<file path="config.mk">
export PLATFORM = sky130hd
export DESIGN_NAME = fifo_rd_packer
export DESIGN_NICKNAME = d
export VERILOG_FILES = /design/src/rtl/fifo_rd_packer.sv
export SDC_FILE = /design/constraint.sdc
export NUM_CORES = 1
export LEC_CHECK = 0
export ABC_AREA = 1
export CAP_MARGIN = 25
export CORE_ASPECT_RATIO = 1.1
export CORE_MARGIN = 2
export CORE_UTILIZATION = 56
export CTS_BUF_LIST = sky130_fd_sc_hd__clkbuf_4 sky130_fd_sc_hd__clkbuf_8 sky130_fd_sc_hd__clkbuf_16
export DETAILED_ROUTE_END_ITERATION = 16
export PLACE_DENSITY = 0.95
export SETUP_SLACK_MARGIN = 0.02
export SKIP_LAST_GASP = 1
export SLEW_MARGIN = 0
export SYNTH_ARGS = -nofsm -noshare
export SYNTH_HDL_FRONTEND = slang
export SYNTH_SLANG_ARGS = --single-unit
</file>
<file path="constraint.sdc">
create_clock -name rclk -period 3.8 [get_ports rclk]
set_input_delay 0.76 -clock rclk [delete_from_list [all_inputs] [get_ports rclk]]
set_output_delay 0.76 -clock rclk [all_outputs]
set_load 0.02 [all_outputs]
</file>
<file path="src/rtl/fifo_rd_packer.sv">
// rtl/fifo_rd_packer.sv - pops FIFO bytes and packs RATIO of them little-endian onto a valid/ready word stream
// Define RD_PACKER_STATS_EN to add the word_cnt/partial_cnt handshake counters.
module fifo_rd_packer #(
    parameter  int DATA_WIDTH = 8,
    parameter  int RATIO      = 4,
    localparam int OUT_WIDTH  = DATA_WIDTH * RATIO
) (
    input  logic                  rclk,
    input  logic                  rrst_n,
    input  logic                  fifo_empty,
    input  logic [DATA_WIDTH-1:0] fifo_data,
    output logic                  fifo_r_en,
    input  logic                  flush,
    output logic                  out_valid,
    input  logic                  out_ready,
    output logic [OUT_WIDTH-1:0]  out_data,
    output logic [RATIO-1:0]      out_keep
`ifdef RD_PACKER_STATS_EN
    ,
    output logic [15:0]           word_cnt,
    output logic [7:0]            partial_cnt
`endif
);

    localparam int CW = $clog2(RATIO + 1);
    localparam logic [CW-1:0] L_RATIO_C = CW'(RATIO);
    localparam logic [CW:0]   L_RATIO   = (CW + 1)'(RATIO);

    logic [RATIO-1:0][DATA_WIDTH-1:0] r_pack;
    logic [CW-1:0]                    r_cnt;
    logic                             r_pend;
    logic                             r_flush_req;

    logic                             w_slot_free;
    logic                             w_xfer;
    logic [CW-1:0]                    w_cnt_eff;
    logic [CW:0]                      w_fill;
    logic                             w_flush_part;
    logic                             w_flush_done;
    logic [RATIO-1:0][DATA_WIDTH-1:0] w_part_data;
    logic [RATIO-1:0]                 w_part_keep;

    always_comb begin
        w_slot_free = !out_valid || out_ready;
        w_xfer      = (r_cnt == L_RATIO_C) && w_slot_free;
        w_cnt_eff   = w_xfer ? '0 : r_cnt;
        // Lanes already owned plus a byte still in flight must fit in the word.
        w_fill      = {1'b0, w_cnt_eff} + {{CW{1'b0}}, r_pend};
        fifo_r_en   = rrst_n && !fifo_empty && !r_flush_req && !flush && (w_fill < L_RATIO);

        w_flush_part = r_flush_req && !r_pend && (r_cnt != '0) && (r_cnt < L_RATIO_C) && w_slot_free;
        w_flush_done = r_flush_req && !r_pend && ((r_cnt == '0) || w_flush_part || w_xfer);

        w_part_data = '0;
        w_part_keep = '0;
        for (int i = 0; i < RATIO; i++) begin
            w_part_keep[i] = (CW'(i) < r_cnt);
            w_part_data[i] = w_part_keep[i] ? r_pack[i] : '0;
        end
    end

    always_ff @(posedge rclk) begin
        if (!rrst_n) begin
            r_pack      <= '0;
            r_cnt       <= '0;
            r_pend      <= 1'b0;
            r_flush_req <= 1'b0;
            out_valid   <= 1'b0;
            out_data    <= '0;
            out_keep    <= '0;
        end else begin
            r_pend <= fifo_r_en;

            // A flush arriving while one is outstanding is absorbed.
            if (r_flush_req)
                r_flush_req <= !w_flush_done;
            else
                r_flush_req <= flush;

            if (r_pend) begin
                for (int i = 0; i < RATIO; i++) begin
                    if (w_cnt_eff == CW'(i))
                        r_pack[i] <= fifo_data;
                end
                r_cnt <= w_cnt_eff + 1'b1;
            end else if (w_flush_part) begin
                r_cnt <= '0;
            end else begin
                r_cnt <= w_cnt_eff;
            end

            if (w_xfer) begin
                out_valid <= 1'b1;
                out_data  <= r_pack;
                out_keep  <= '1;
            end else if (w_flush_part) begin
                out_valid <= 1'b1;
                out_data  <= w_part_data;
                out_keep  <= w_part_keep;
            end else if (out_ready) begin
                out_valid <= 1'b0;
            end
        end
    end

`ifdef RD_PACKER_STATS_EN
    always_ff @(posedge rclk) begin
        if (!rrst_n) begin
            word_cnt    <= '0;
            partial_cnt <= '0;
        end else if (out_valid && out_ready) begin
            if (word_cnt != 16'hFFFF)
                word_cnt <= word_cnt + 16'd1;
            if ((out_keep != '1) && (partial_cnt != 8'hFF))
                partial_cnt <= partial_cnt + 8'd1;
        end
    end
`endif

endmodule

</file>
==> run metrics, run 1 <==
clk_lat worst skew 340 ps; TritonCTS clock tree done; Finished Layout Cells 497; static leakage 0.00138 uW; final setup fails 0; vias per inst 5.44; CTS Hold Bufs 0; Placed Instances 481; largest family of logic cells by synthesized area simple AND/OR/NAND/NOR gates; Net Count, Synth 409; Post-synth EDFFs 0; Yosys cell types 24; worst setup path class input port to output port; commonest non-fill, non-tap cell in the layout dfxtp_1; die area 0.00592 mm^2; class of the worst hold path flop to flop; Filler cells 406; worst slew pin tran 737 ps; antenna violations before repair 0; Seq/Total Area, Yosys 49.7%; die outline height 80.5 um; average wire per standard cell 13.8 um; Peak VDD IR 273 uV; Net count, final 448; CTS Buf Count 9; asr flop ratio synth 0%; die width 73.6 um; overflow left after global routing 0; first-pass GRT wire length 11.8 mm; boundary pin count 51; Reg clk slew, reported paths 70 ps; share of cells above drive strength 1 6.15%; Mapped Area 0.00298 mm^2; critical path startpoint category input port; Mapped Cells 395; flops & latches, synth 74; TritonRoute pass-1 iters 5; cts repair resizes 0; vias in the first global route 2,620; Post-Synth Adder-Cell Area 0.420%; area grow syn2layout 21.9%; H-tree levels 3; outcome finished clean; via count 2,705; # port buffers 50; Top FF cell, synth dfxtp_1; Root Buffer clkbuf_8; starting density of the core 58.8%; Clock Sinks 74; Top Layer Used met4; Hold Vio Cnt, Final 0; worst rel slew slack 50.7%; max-slew violation count 0; core area 0.00507 mm^2; CP arrival 2210 ps; ant diodes 0; Cell Rows 27; RSZ-0062 raised after global routing false; required time worst endpoint 3040 ps; pwr dens 431 mW/mm^2; min Tclk post-route 2970 ps; ANT nets after route 0; Ys Warns 0; Post-Synth XOR/XNOR Area 0%; Setup TNS 0 ps; Max-cap violations 0; syn_area_per_cell 7.55 um^2; routability cong. 0.856; DR WL met3 320 um; clock tree skew after final layout 4.15 ps; hold_ws 463 ps; Final period util 78.2%; simple-gate share of the synthesized area 24.8%; Initial DRC Count 203; clk buf depth 2; most frequent cells in the layout dfxtp_1 (74), nand2_1 (73), a21oi_1 (59); post-DP HPWL 4.63 mm; Synth Area in Compound Gates 15.0%; Crit Path Max Fanout 2; Post-CTS Setup Inserts 0; # DRC 0; wl on met1 2.95 mm; DR WL met2 3.37 mm; Max Clock Freq 0.337 GHz; Total Wirelength 6.84 mm; kind of end point of the critical path output port; proportion of synthesized area in mux cells 0%; total track usage 25.8%; pin count of the biggest net entering global routing 40
[metal layers]
metal	global-route usage, %	vias to the layer above
li1	-	1346
met1	30.1	1250
met2	42.2	89
met3	6.27	20
met4	14.9	0
met5	0	-
[cells in the mapped netlist (2+ instances only)]
cell type,count,area share (%)
o21ai_0,28,4.7
nand2_1,73,9.2
buf_4,4,1.0
buf_6,5,1.9
inv_1,37,4.7
buf_2,6,1.0
buf_1,2,0.25
nor2_1,43,5.4
nand3b_1,7,1.8
clkbuf_1,9,1.1
a21oi_1,59,9.9
nand3_1,37,6.2
dfxtp_1,74,50
[final timing paths]
kind / from / endpoint / slack [ps] / depth (start not counted)
hold reg to reg: r_pack[15] / r_pack[15] / 460 / 2
setup reg to reg: r_cnt[2] / r_pack[27] / 1570 / 8
hold / removal: r_pack[15] / r_pack[15] / 460 / 2
setup / recovery: out_ready / fifo_r_en / 830 / 6
[worst max-delay path: stages]
cell	delay, ps
clkdlybuf4s50_1	470
inv_1	50
nand2_1	80
nand3_2	70
a21oi_1	160
clkdlybuf4s50_1	610
[cell families (layout without fill, tap and decap cells)]
logic type | count (synthesis) | after routing
buffers and inverters | 64 | 108
AOI/OAI and AO/OA | 88 | 88
adders and majority gates | 1 | 1
DFF | 74 | 74
and+or+nand+nor | 168 | 168
[area by class of cell]
| class | instances | area, um^2 | area share [%] |
|---|---|---|---|
| clock buffer | 12 | 159 | 4.37 |
| clock inverter | 4 | 48.8 | 1.34 |
| inverter | 38 | 143 | 3.92 |
| multi-input combinational | 257 | 1200 | 33.0 |
| sequential | 74 | 1480 | 40.8 |
| tap | 58 | 72.6 | 2.00 |
| timing repair buffer | 54 | 531 | 14.6 |
[power breakdown]
group          total (uW)  leakage, uW  internal (uW)  switching, uW
sequential            805     0.000598            792           12.9
clock                 625     0.000110            347            278
combinational         137     0.000673           53.6           83.1
total                1570      0.00138           1190            374
[per-stage QoR]
step,power (uW),instance area (um^2),worst slack [ps],util (%)
floorplan,909,2980,1360,-
global placement,953,3430,830,67.6
detailed placement,957,3430,825,67.6
CTS,1570,3630,810,71.7
global route,1620,3630,699,71.7
finish,1570,3630,830,71.7
[sequential cells by signal, summed over array words and instances, names as in the netlist]
register / count
out_data: 32
out_keep: 4
r_pend: 1
out_valid: 1
r_pack: 32
r_cnt: 3
r_flush_req: 1
Note: power is estimated with default switching activity, not from simulation.
==> inputs of run 2 (changes only) <==
--- a/config.mk
+++ b/config.mk
@@ -9,10 +9,10 @@
 export CAP_MARGIN = 25
 export CORE_ASPECT_RATIO = 1.1
 export CORE_MARGIN = 2
-export CORE_UTILIZATION = 56
+export CORE_UTILIZATION = 47
 export CTS_BUF_LIST = sky130_fd_sc_hd__clkbuf_4 sky130_fd_sc_hd__clkbuf_8 sky130_fd_sc_hd__clkbuf_16
 export DETAILED_ROUTE_END_ITERATION = 16
-export PLACE_DENSITY = 0.95
+export PLACE_DENSITY = 0.86
 export SETUP_SLACK_MARGIN = 0.02
 export SKIP_LAST_GASP = 1
 export SLEW_MARGIN = 0
==> constraint.sdc (replaced) <==
create_clock -name rclk -period 2.5 [get_ports rclk]
set_input_delay 0.5 -clock rclk [delete_from_list [all_inputs] [get_ports rclk]]
set_output_delay 0.5 -clock rclk [all_outputs]
set_load 0.02 [all_outputs]
==> run 2 against run 1 <==
- wire length is 5.6% lower
- critical endpoint unchanged
- non-clock buffer count is 3 higher
- largest cell class unchanged
- combinational power is 54% higher
- hold slack worse by 7.1 ps
==> run metrics, run 2 (synthesis gave the netlist of run 1 again) <==
hold_sp r_pack[20]; die area 0.00700 mm^2; critical path startpoint category flop; CP Buf/Inv Count 2; clk buf depth 2; CP most frequent cell nand2_1; vias in the first global route 2,457; Filler cells 566; pwr dens 670 mW/mm^2; final worst slack 246 ps; Final period util 90.2%; ANT nets after route 0; die width 79.9 um; routability cong. 0.837; starting density of the core 48.4%; CP cell instances nand2_1, inv_1, nand2_1, nand3_1, a21oi_1, dlygate4sd2_1; Total Wirelength 6.46 mm; slowest stage cell, crit path dfxtp_1; CP startpoint r_pend; boundary pin count 51; slowest cell delay on critical path 590 ps; post-DP HPWL 4.27 mm; total track usage 20.4%; Comb pwr share 8.5%; Max-cap violations 0; Clock Power Share 42.3%; clock tree skew after final layout 6.46 ps; worst slew pin tran 733 ps; biggest regs out_data: 32 flops, r_pack: 32 flops, out_keep: 4 flops; Crit Path Max Fanout 13; antenna violations before repair 0; Placed Instances 506; Clock Sinks 74; RSZ-0062 raised after global routing false; Initial DRC Count 207; pin count of the biggest net entering global routing 40; core area 0.00616 mm^2; min Tclk post-route 2250 ps; class of the worst hold path flop to flop; Finished Layout Cells 522; worst rel slew slack 51.2%; TritonRoute pass-1 iters 4; static leakage 0.00141 uW; Seq pwr share 49.2%; Cell Rows 30; share of cells above drive strength 1 6.79%; die outline height 87.5 um; Peak VDD IR 316 uV; commonest non-fill, non-tap cell in the layout dfxtp_1; Setup TNS 0 ps; DP Area 0.00348 mm^2; area grow syn2layout 24.1%; ant diodes 0; H-tree levels 3; Reg clk slew, reported paths 80 ps; max-slew violation count 0; sw power 600 uW; final setup fails 0; first-pass GRT wire length 11.2 mm; Net count, final 451; outcome finished clean; CTS Buf Count 9; delay-heaviest family, CP flip-flops; # port buffers 50; most frequent cells in the layout dfxtp_1 (74), nand2_1 (73), a21oi_1 (59); vias per inst 5.06; # DRC 0; CP arrival 1750 ps; hold_ws 456 ps; switch share 24.2%; TritonCTS clock tree done; reg-to-reg startpoint r_cnt[1]; Hold Vio Cnt, Final 0; worst setup path class flop to output port; clk_lat worst skew 350 ps; pre-CTS WS -22.4 ps; CTS Hold Bufs 0; overflow left after global routing 0; kind of end point of the critical path output port; Root Buffer clkbuf_8; Multi-input gate area 0.00120 mm^2; average wire per standard cell 12.4 um; Final Cell Area 0.00370 mm^2; via count 2,641; FF/Latch Area 0.00148 mm^2; internal power 1880 uW; required time worst endpoint 2000 ps; Max Clock Freq 0.444 GHz
[run 2: changes by cell type in the layout (fill, tap and decap cells not counted), sizes merged]
cell,previous run,this run
buf,4,7
bufinv,1,2
clkbuf,12,10
clkdlybuf4s50,50,49
clkinv,3,4
dlygate4sd2,0,1
[run 2: area by class of cell]
class / instances / share of cell area [%]
timing repair buffer: 57 / 14.9
clock buffer: 10 / 3.72
multi-input combinational: 257 / 32.4
clock inverter: 6 / 2.37
sequential: 74 / 40.0
tap: 80 / 2.70
inverter: 38 / 3.85
[run 2: tightest hold or removal path, cell delays in order (launching register included)]
cell	delay, ps
dfxtp_1	300
inv_1	60
a21oi_1	50
[run 2: worst paths after layout]
| check | endpoint | slack [ps] | cells past startpoint |
|---|---|---|---|
| worst max-delay path | fifo_r_en | 250 | 6 |
| worst min-delay path | r_pack[20] | 460 | 2 |
| worst max register to register | r_pack[27] | 440 | 9 |
| worst min register to register | r_pack[20] | 460 | 2 |
[run 2: what timing repair did]
action,in CTS,in global routing
endpoints found under the setup margin,1,0
buffers inserted,0,0
resized for setup,1,0
[run 2: routing by layer]
layer | GRT usage, % | share of wire [%]
met3 | 3.30 | 3.8
met5 | 0 | 0
met4 | 10.9 | 2.5
met2 | 34.5 | 48
met1 | 25.0 | 45
[run 2: power by group through the flow]
stage	combinational, uW	clock, uW	sequential (uW)
2_1_floorplan	123	0	1260
3_3_place_gp	207	0	1250
3_5_place_dp	210	0	1250
4_1_cts	212	1060	1220
5_1_grt	237	1110	1220
6_report	211	1050	1220
[run 2: metrics by stage]
step | total power [uW] | utilization, %
final | 2480 | 60.1
after detailed placement | 1460 | 56.5
after CTS | 2490 | 60.1
after floorplan | 1380 | -
after global routing | 2570 | 60.1
after global placement | 1450 | 56.5
